--- src/rtl/instr_fetch_unit_pkg.sv ---
// Shared definitions for the fetch unit and the decoder: opcode values and FSM encoding.
package instr_fetch_unit_pkg;

  localparam int unsigned OPCODE_W = 4;

  // Halt opcode; fetching stops once an instruction carrying it has been accepted.
  localparam logic [OPCODE_W-1:0] OP_HLT = 4'hF;

  typedef enum logic [1:0] {
    ST_IDLE  = 2'd0,
    ST_FETCH = 2'd1,
    ST_HALT  = 2'd2
  } fetch_state_e;

  // True when the opcode ends the fetch stream.
  function automatic logic is_halt(input logic [OPCODE_W-1:0] op);
    return op == OP_HLT;
  endfunction

endpackage

--- src/rtl/instr_fetch_unit_fifo.sv ---
// Small synchronous FIFO holding {instr, pc} entries between memory and decode.
module instr_fetch_unit_fifo #(
  parameter int unsigned DEPTH = 2,
  parameter int unsigned WIDTH = 32
) (
  input  logic                      clk,
  input  logic                      rst_n,
  input  logic                      push,
  input  logic                      pop,
  input  logic                      flush,
  input  logic [WIDTH-1:0]          wdata,
  output logic [WIDTH-1:0]          rdata,
  output logic [$clog2(DEPTH):0]    count,
  output logic                      full,
  output logic                      empty
);

  localparam int unsigned PTR_W = (DEPTH > 1) ? $clog2(DEPTH) : 1;
  localparam int unsigned CNT_W = $clog2(DEPTH) + 1;

  logic [WIDTH-1:0] mem_q [DEPTH];
  logic [WIDTH-1:0] mem_d [DEPTH];
  logic [PTR_W-1:0] wr_q, wr_d;
  logic [PTR_W-1:0] rd_q, rd_d;
  logic [CNT_W-1:0] cnt_q, cnt_d;
  logic             do_push;
  logic             do_pop;

  assign full    = (cnt_q == CNT_W'(DEPTH));
  assign empty   = (cnt_q == '0);
  assign count   = cnt_q;
  assign rdata   = mem_q[rd_q];
  assign do_push = push & ~full;
  assign do_pop  = pop & ~empty;

  // Next pointers, occupancy and storage; flush empties the queue outright.
  always_comb begin
    mem_d = mem_q;
    wr_d  = wr_q;
    rd_d  = rd_q;
    cnt_d = cnt_q;
    if (flush) begin
      wr_d  = '0;
      rd_d  = '0;
      cnt_d = '0;
    end else begin
      if (do_push) begin
        mem_d[wr_q] = wdata;
        wr_d        = wr_q + PTR_W'(1);
      end
      if (do_pop) begin
        rd_d = rd_q + PTR_W'(1);
      end
      cnt_d = cnt_q + CNT_W'(do_push) - CNT_W'(do_pop);
    end
  end

  // State registers with synchronous active-low reset.
  always_ff @(posedge clk) begin
    if (!rst_n) begin
      for (int i = 0; i < int'(DEPTH); i++) mem_q[i] <= '0;
      wr_q  <= '0;
      rd_q  <= '0;
      cnt_q <= '0;
    end else begin
      mem_q <= mem_d;
      wr_q  <= wr_d;
      rd_q  <= rd_d;
      cnt_q <= cnt_d;
    end
  end

endmodule

--- src/rtl/instr_fetch_unit.sv ---
// Instruction fetch / PC sequencer feeding the decoder.
// Optional performance counters are built when FETCH_PERF_CNT_EN is defined.
module instr_fetch_unit
  import instr_fetch_unit_pkg::*;
#(
  parameter int unsigned     PC_W      = 16,
  parameter int unsigned     INSTR_W   = 16,
  parameter int unsigned     BUF_DEPTH = 2,
  parameter logic [PC_W-1:0] RESET_PC  = '0
) (
  input  logic               clk,
  input  logic               rst_n,
  output logic               im_req,
  output logic [PC_W-1:0]    im_addr,
  input  logic               im_ack,
  input  logic [INSTR_W-1:0] im_rdata,
  output logic               id_valid,
  input  logic               id_ready,
  output logic [INSTR_W-1:0] id_instr,
  output logic [3:0]         id_opcode,
  output logic [PC_W-1:0]    id_pc,
  output logic [PC_W-1:0]    id_pc_plus1,
  input  logic               redirect,
  input  logic [PC_W-1:0]    redirect_pc,
  output logic               halted
`ifdef FETCH_PERF_CNT_EN
  , output logic [31:0]      perf_fetched
  , output logic [31:0]      perf_stall
`endif
);

  localparam int unsigned CNT_W   = $clog2(BUF_DEPTH) + 1;
  localparam int unsigned ENTRY_W = INSTR_W + PC_W;

  fetch_state_e     state_q, state_d;
  logic [PC_W-1:0]  fetch_pc_q, fetch_pc_d;
  logic             im_req_q, im_req_d;
  logic [PC_W-1:0]  im_addr_q, im_addr_d;
  logic             drop_q, drop_d;
  logic             halted_q, halted_d;

  logic             ack_acc;
  logic             fifo_push;
  logic             fifo_pop;
  logic [ENTRY_W-1:0] fifo_rdata;
  logic [CNT_W-1:0] fifo_count;
  logic [CNT_W-1:0] cnt_next;
  logic             fifo_full;
  logic             fifo_empty;
  logic [3:0]       ack_op;

  // An ack only counts against a request we actually raised.
  assign ack_acc   = im_ack & im_req_q;
  assign fifo_push = ack_acc & ~drop_q & ~redirect & ~fifo_full;
  assign fifo_pop  = ~fifo_empty & id_ready;
  assign ack_op    = im_rdata[INSTR_W-1 -: 4];

  instr_fetch_unit_fifo #(
    .DEPTH (BUF_DEPTH),
    .WIDTH (ENTRY_W)
  ) u_fifo (
    .clk   (clk),
    .rst_n (rst_n),
    .push  (fifo_push),
    .pop   (fifo_pop),
    .flush (redirect),
    .wdata ({im_rdata, fetch_pc_q}),
    .rdata (fifo_rdata),
    .count (fifo_count),
    .full  (fifo_full),
    .empty (fifo_empty)
  );

  assign id_valid    = ~fifo_empty;
  assign id_instr    = fifo_rdata[ENTRY_W-1 -: INSTR_W];
  assign id_pc       = fifo_rdata[PC_W-1:0];
  assign id_opcode   = id_instr[INSTR_W-1 -: 4];
  assign id_pc_plus1 = id_pc + PC_W'(1);
  assign im_req      = im_req_q;
  assign im_addr     = im_addr_q;
  assign halted      = halted_q;

  // Next-state: FSM, fetch PC, drop flag and request issue based on next-cycle occupancy.
  always_comb begin
    state_d    = state_q;
    fetch_pc_d = fetch_pc_q;
    drop_d     = drop_q;
    im_req_d   = im_req_q;
    im_addr_d  = im_addr_q;
    cnt_next   = redirect ? '0 : fifo_count + CNT_W'(fifo_push) - CNT_W'(fifo_pop);

    case (state_q)
      ST_IDLE:  state_d = ST_FETCH;
      ST_FETCH: if (fifo_push && is_halt(ack_op)) state_d = ST_HALT;
      ST_HALT:  if (redirect) state_d = ST_FETCH;
      default:  state_d = ST_IDLE;
    endcase

    if (redirect) begin
      fetch_pc_d = redirect_pc;
    end else if (fifo_push) begin
      fetch_pc_d = fetch_pc_q + PC_W'(1);
    end

    if (ack_acc) begin
      drop_d = 1'b0;
    end else if (redirect && im_req_q) begin
      drop_d = 1'b1;
    end

    // A raised request holds address and strobe until its ack, even across a redirect.
    if (!(im_req_q && !im_ack)) begin
      im_req_d  = (state_d == ST_FETCH) && (cnt_next < CNT_W'(BUF_DEPTH));
      im_addr_d = fetch_pc_d;
    end

    halted_d = (state_d == ST_HALT) && (cnt_next == '0);
  end

  // Control registers with synchronous active-low reset.
  always_ff @(posedge clk) begin
    if (!rst_n) begin
      state_q    <= ST_IDLE;
      fetch_pc_q <= RESET_PC;
      im_req_q   <= 1'b0;
      im_addr_q  <= RESET_PC;
      drop_q     <= 1'b0;
      halted_q   <= 1'b0;
    end else begin
      state_q    <= state_d;
      fetch_pc_q <= fetch_pc_d;
      im_req_q   <= im_req_d;
      im_addr_q  <= im_addr_d;
      drop_q     <= drop_d;
      halted_q   <= halted_d;
    end
  end

`ifdef FETCH_PERF_CNT_EN
  logic [31:0] perf_fetched_q, perf_fetched_d;
  logic [31:0] perf_stall_q, perf_stall_d;

  assign perf_fetched = perf_fetched_q;
  assign perf_stall   = perf_stall_q;

  // Saturating counts of accepted fetches and decode back-pressure cycles.
  always_comb begin
    perf_fetched_d = perf_fetched_q;
    perf_stall_d   = perf_stall_q;
    if (fifo_push && (perf_fetched_q != '1)) perf_fetched_d = perf_fetched_q + 32'd1;
    if (id_valid && !id_ready && (perf_stall_q != '1)) perf_stall_d = perf_stall_q + 32'd1;
  end

  // Counter registers.
  always_ff @(posedge clk) begin
    if (!rst_n) begin
      perf_fetched_q <= '0;
      perf_stall_q   <= '0;
    end else begin
      perf_fetched_q <= perf_fetched_d;
      perf_stall_q   <= perf_stall_d;
    end
  end
`else
  // No performance counters in this build.
`endif

endmodule
--- config.mk ---
export PLATFORM = sky130hd
export DESIGN_NAME = instr_fetch_unit
export DESIGN_NICKNAME = d
export VERILOG_FILES = /design/src/rtl/instr_fetch_unit_pkg.sv /design/src/rtl/instr_fetch_unit_fifo.sv /design/src/rtl/instr_fetch_unit.sv
export SDC_FILE = /design/constraint.sdc
export NUM_CORES = 1
export LEC_CHECK = 0
export CELL_PAD_IN_SITES_DETAIL_PLACEMENT = 2
export CELL_PAD_IN_SITES_GLOBAL_PLACEMENT = 2
export CORE_AREA = 3 3 129 131
export CTS_CLUSTER_DIAMETER = 150
export DETAILED_ROUTE_END_ITERATION = 12
export DIE_AREA = 0 0 132 134
export HOLD_SLACK_MARGIN = 0.12
export PLACE_DENSITY = 0.9
export SYNTH_ARGS = -nofsm -noshare
export SYNTH_HDL_FRONTEND = slang
export SYNTH_SLANG_ARGS = --single-unit
--- constraint.sdc ---
create_clock -name clk -period 4.7 [get_ports clk]
set_input_delay 0.94 -clock clk [delete_from_list [all_inputs] [get_ports clk]]
set_output_delay 0.94 -clock clk [all_outputs]
set_load 0.005 [all_outputs]
==> results of run 1 <==
## worst paths after layout
kind	from	endpoint	slack [ps]	depth (start not counted)
setup / recovery	u_fifo.rd_q	id_pc_plus1[14]	340	7
hold / removal	u_fifo.mem_q[25]	u_fifo.mem_q[25]	460	2
setup reg to reg	u_fifo.count[1]	u_fifo.mem_q[44]	2500	7
hold reg to reg	u_fifo.mem_q[25]	u_fifo.mem_q[25]	460	2
## per-stage QoR
step	worst slack [ps]	cell area, µm²	instances	hold slack [ps]	total power, mW
2_1_floorplan	1470	4980	611	433	1.08
3_3_place_gp	730	6160	897	438	1.19
6_report	337	6430	913	461	1.92
4_1_cts	289	6430	913	463	1.94
5_1_grt	151	6430	913	486	2.00
3_5_place_dp	701	6160	897	447	1.21
## metal layers
layer,GRT usage,share of wire,up-vias
li1,-,-,2238
met1,0.247,0.45,2405
met2,0.345,0.50,108
met3,0.0386,0.034,24
met4,0.0566,0.020,0
met5,0,0,-
## cells by family (layout without fill, tap and decap cells)
group | after synthesis | after routing | share of synthesized area
muxes | 30 | 30 | 0.0669
AOI/OAI and AO/OA | 129 | 129 | 0.154
and+or+nand+nor | 257 | 257 | 0.242
DFF | 105 | 105 | 0.422
adders and majority gates | 6 | 6 | 0.0151
buffers and inverters | 58 | 144 | 0.0540
xor gates and xnor gates | 26 | 26 | 0.0458
## power breakdown
group / total [mW] / switching, mW / internal, mW
Clock: 0.730 / 0.366 / 0.364
Combinational: 0.230 / 0.113 / 0.117
Sequential: 0.958 / 0.0359 / 0.922
## cells in the final DEF (no fill, tap or decap), types with 3 or more instances in the layout
| cell type | count |
|---|---|
| a31oi_1 | 5 |
| inv_6 | 3 |
| and3_1 | 8 |
| dfxtp_1 | 104 |
| nand3_1 | 13 |
| o211a_1 | 3 |
| a32o_1 | 3 |
| xnor2_1 | 17 |
| o211ai_1 | 3 |
| a21o_1 | 4 |
| and4_1 | 3 |
| nor2_1 | 27 |
| a21oi_1 | 77 |
| nor2b_1 | 5 |
| and2_1 | 4 |
| o21ai_0 | 13 |
| nand2b_1 | 11 |
| nor3_1 | 9 |
| buf_4 | 7 |
| nand2_1 | 150 |
| clkdlybuf4s50_1 | 107 |
| clkbuf_16 | 9 |
| inv_1 | 12 |
| mux2i_1 | 4 |
| mux2_2 | 26 |
| ha_1 | 6 |
| nand4_1 | 4 |
| xor2_1 | 9 |
## worst max-delay path, delay by kind of cell, from the launching register on
family	cells	cell delay (ps)
and+or+nand+nor	3	1060
AOI/OAI and AO/OA	1	120
DFF	1	750
xor gates and xnor gates	1	190
buffers and inverters	2	930
## final cells by class
| type | instances | area share |
|---|---|---|
| clock buffers | 9 | 0.0350 |
| clock inverters | 7 | 0.00797 |
| inverters | 14 | 0.00817 |
| multi-input cells | 448 | 0.405 |
| flip-flops and latches | 105 | 0.327 |
| well taps | 216 | 0.0420 |
| repair buffers | 114 | 0.175 |
## sequential cells by signal, indices dropped and copies added, names as in the netlist
| register | cells |
|---|---|
| state_q | 2 |
| u_fifo.wr_q | 1 |
| fetch_pc_q | 16 |
| u_fifo.count | 2 |
| drop_q | 1 |
| im_addr | 16 |
| u_fifo.rd_q | 1 |
| im_req | 1 |
| halted | 1 |
| u_fifo.mem_q | 64 |
## Yosys cell counts, types with 4 or more instances
master      n
nand2_1   150
dfxtp_1   105
a21oi_1    77
nor2_1     28
mux2_2     26
buf_2      20
clkbuf_1   18
xnor2_1    17
inv_1      13
nand3_1    13
o21ai_0    13
nand2b_1   11
nor3_1      9
xor2_1      9
and3_1      8
ha_1        6
a31oi_1     5
buf_4       5
nor2b_1     5
a21o_1      4
and2_1      4
mux2i_1     4
nand4_1     4
==> impl_metrics.toml, run 1 <==
[sta]
fin_skew_ps = 9.52
period_share = 0.928
finalSetupTns_ps = 0
drv_slew = 0
max_freq_mhz = 229
finalHoldViolCount = 0
worstMarginPinSlew_ps = 810
rsz0062_at_grt = "false"
min_period_ps = 4360
setup_viol = 0
slew_headroom = 0.459

[setup_path]
crit_slowest_cell = "dfxtp_2"
critPathMaxStageDelay_ps = 750
cp-start-kind = "register"
cp-end-kind = "output port"
required_ps = 3760
crit_type = "register to output port"
worstPathCellList = "buf_4, and3_1, o21ai_1, nor3_1, nand3_1, xnor2_1, clkdlybuf4s50_1"
path_max_fanout = 24
cp_data_arrival_time_ps = 3420

[placed_design]
io_buffers = 107
hpwlAfterDp_mm = 12.5
gp_congestion = 0.740

[run_status]
status = "finished clean"

[global_routing]
grt_pass1_wl_mm = 28.2
grt_pass1_vias = 5306
antenna_found_initial = 0
grt_overflow = 0
grt_usage = 0.197
grt_max_degree = 53

[logic_synthesis]
synth_top_area_frac = 0.422
ys_seq_area_frac = 0.422
synth-seq-cells = 105
syn_avg_cell_area_um2 = 8.15
syn_area_um2 = 4980
async_flop_share = 0
synth_nets = 654
synth_ff_type = "dfxtp_1"
netlist.top_cell.by_area = "dfxtp_1"
yosysWarnings = 0
ys_types = 63
netlist_top_cells_area = "dfxtp_1 42%, nand2_1 11%, a21oi_1 7.7%"
synth_edf_count = 0
syn_inst = 611

[cells_and_area]
drive_gt1_frac = 0.0890
finish.utilization = 0.410
regArea_um2 = 2100
fin_nets = 735
area_growth_pct = 29.3
multi_input_area_um2 = 2610
fill_cells = 1753
n_antenna_cell = 0

[min_path]
hold_class = "register to register"

[die]
rows = 46
io-pin-count = 108
start_util = 0.317
fp.dieW_um = 132
core_um2 = 15700
die_y_um = 134
die_area_um2 = 17700

[detailed_routing]
wirelength_mm = 17.5
dr.pass1.iters = 4
antenna_left = 0
drt_iter0_drc = 219
drc = 0
via_count = 4775
viasPerCell = 5.23
routedWlPerCell_um = 19.2

[cts]
post_cts_resized = 0
hold_buffers = 0
cts_max_level = 3
cts.sinks = 105
cts.clk_slew.worst_paths_ps = 80
clk-insertion-delay-late_ps = 360
numCtsBuffers = 9
root_buffer = "clkbuf_16"
postCtsSetupRepairBufs = 0
clockBufferDepth = 2
tritoncts = "yes"

[power_and_ir_drop]
vdd_drop_max_mv = 0.176
p_per_area_nw_per_um2 = 298
p_leak_nw = 2.34

[flow_run]
maxCapViolations = 0
(Power assumes the default switching activity.)
==> run 2, diff against run 1 <==
--- a/config.mk
+++ b/config.mk
@@ -7,10 +7,10 @@
 export LEC_CHECK = 0
 export CELL_PAD_IN_SITES_DETAIL_PLACEMENT = 2
 export CELL_PAD_IN_SITES_GLOBAL_PLACEMENT = 2
-export CORE_AREA = 3 3 129 131
+export CORE_AREA = 2 2 128 130
 export CTS_CLUSTER_DIAMETER = 150
 export DETAILED_ROUTE_END_ITERATION = 12
-export DIE_AREA = 0 0 132 134
+export DIE_AREA = 0 0 130 132
 export HOLD_SLACK_MARGIN = 0.12
 export PLACE_DENSITY = 0.9
 export SYNTH_ARGS = -nofsm -noshare
==> run 2 against run 1 <==
Final area grew 0.82%. Critical path type unchanged. Cell count unchanged. Non-clock buffer count unchanged. Maximum frequency is 1.4% lower. Die area fell by 3.0%. Hold slack got worse by 2.9 ps. Sequential power is essentially flat. Critical path depth is the same. Global-route usage increased by 1.4 points. Count of clock-buffer cells in the layout rose by 1. Power rose by 6.0%.
==> impl_metrics.toml, run 2 (synthesis gave the netlist of run 1 again) <==
[global_routing]
antenna_found_initial = 0
grt_pass1_vias = 5339
grt_overflow = 0
grt_max_degree = 76
grt_pass1_wl_mm = 28.4
grt_usage = 0.211

[cts]
hold_buffers = 0
tritoncts = "yes"
root_buffer = "clkbuf_16"
numCtsBuffers = 9
post_cts_resized = 0
clockBufferDepth = 2
cts.clk_slew.worst_paths_ps = 70
postCtsSetupRepairBufs = 0
clk-insertion-delay-late_ps = 360
cts.sinks = 105
cts_max_level = 3

[detailed_routing]
top_layer = "met4"
drc = 0
dr.pass1.iters = 4
viasPerCell = 5.11
wirelength_mm = 17.5
routed-wl-met2_mm = 9.07
drt_iter0_drc = 181
routedWlPerCell_um = 19.2
wl_met3_um = 625
antenna_left = 0
m1WireLength_mm = 7.71
via_count = 4662

[sta]
finalHoldViolCount = 0
drv_slew = 0
finalSetupTns_ps = 0
worstMarginPinSlew_ps = 835
hold_ws_ps = 458
rsz0062_at_grt = "false"
min_period_ps = 4420
setup_viol = 0
max_freq_mhz = 226
slew_headroom = 0.439
fin_skew_ps = 5.81
period_share = 0.941

[cells_and_area]
final_common_cell = "nand2_1"
top_register = "u_fifo.mem_q"
fin_nets = 735
most-common-layout-cells = "150 x nand2_1, 107 x clkdlybuf4s50_1, 104 x dfxtp_1"
largest_reg_flops = 64
drive_gt1_frac = 0.0890
area_growth_pct = 30.3
n_antenna_cell = 0

[power_and_ir_drop]
power_frac_seq = 0.472
clkPwrFrac = 0.415
p_switching_mw = 0.509
vdd_drop_max_mv = 0.179
intPower_mw = 1.52
p_comb_frac = 0.113
p_leak_nw = 2.37
switching_share = 0.250
p_per_area_nw_per_um2 = 313

[setup_path]
crit_type = "register to output port"
r2r_cells = 9
cp_data_arrival_time_ps = 3480
rrSetupSlack_ps = 2580
path_max_fanout = 25
required_ps = 3760
cp-end-kind = "output port"
r2r_start = "u_fifo.count[1]"
reg2reg_to = "im_req"
setup.worst_path.start = "u_fifo.rd_q"
cp-start-kind = "register"
crit_end = "id_pc_plus1[12]"

[die]
fp.dieW_um = 130
start_util = 0.317
die_y_um = 132
die_area_um2 = 17200
rows = 46
io-pin-count = 108
core_um2 = 15700

[flow_run]
maxCapViolations = 0

[min_path]
hold_class = "register to register"

[placed_design]
hpwlAfterDp_mm = 12.2
io_buffers = 107
gp_congestion = 0.770

[run_status]
status = "finished clean"
## run 2: cell types whose count changed in the layout (fill, tap and decap cells not counted)
| cell | before | now |
|---|---|---|
| clkinv_4 | 0 | 1 |
| clkinv_2 | 2 | 1 |
| clkbuf_8 | 0 | 1 |
| bufinv_16 | 0 | 2 |
| clkinvlp_4 | 2 | 1 |
| inv_6 | 3 | 1 |
## run 2: worst min path at each step
| stage | end | cells past startpoint | slack [ps] | from |
|---|---|---|---|---|
| 2_1_floorplan | u_fifo.mem_q[14] | 2 | 430 | u_fifo.mem_q[14] |
| 3_3_place_gp | u_fifo.mem_q[18] | 2 | 440 | u_fifo.mem_q[18] |
| 3_5_place_dp | u_fifo.mem_q[47] | 2 | 450 | u_fifo.mem_q[47] |
| 4_1_cts | u_fifo.mem_q[47] | 2 | 460 | u_fifo.mem_q[47] |
| 5_1_grt | u_fifo.mem_q[47] | 2 | 480 | u_fifo.mem_q[47] |
| 6_report | u_fifo.mem_q[45] | 2 | 460 | u_fifo.mem_q[45] |
## run 2: cell type report
type / instances / area [µm²]
repair buffers: 114 / 1120
clock inverters: 6 / 90.1
inverters: 14 / 52.6
fillers: 1742 / 9230
multi-input cells: 448 / 2610
flip-flops and latches: 105 / 2100
well taps: 216 / 270
clock buffers: 10 / 239
## run 2: through the flow
stage | total power [mW] | area, µm² | worst slack, ps | cells | util
2_1_floorplan | 1.08 | 4980 | 1470 | 611 | -
3_3_place_gp | 1.19 | 6160 | 763 | 897 | 0.392
3_5_place_dp | 1.21 | 6160 | 648 | 897 | 0.392
4_1_cts | 2.05 | 6490 | 218 | 913 | 0.413
5_1_grt | 2.11 | 6490 | 89.1 | 913 | 0.413
6_report | 2.03 | 6490 | 276 | 913 | 0.413
## run 2: worst max-delay path: stages (launching register included)
cell and delay, ps:
dfxtp_2 730, buf_4 410, and3_1 220, o21ai_1 130, nor3_1 700, o211ai_1 230
xnor2_1 180, clkdlybuf4s50_1 520
## run 2: layer usage
layer  GRT usage  vias to the layer above
met3      0.0471                       11
met5           0                        -
met2       0.377                       96
li1            -                     2242
met4      0.0376                        0
met1       0.259                     2313
## run 2: power by group through the flow
stage | sequential [mW] | clock (mW) | combinational, mW
after floorplan | 0.965 | 0 | 0.114
after global placement | 0.975 | 0 | 0.218
after detailed placement | 0.978 | 0 | 0.230
after CTS | 0.958 | 0.860 | 0.233
after global routing | 0.963 | 0.898 | 0.252
final | 0.959 | 0.844 | 0.230
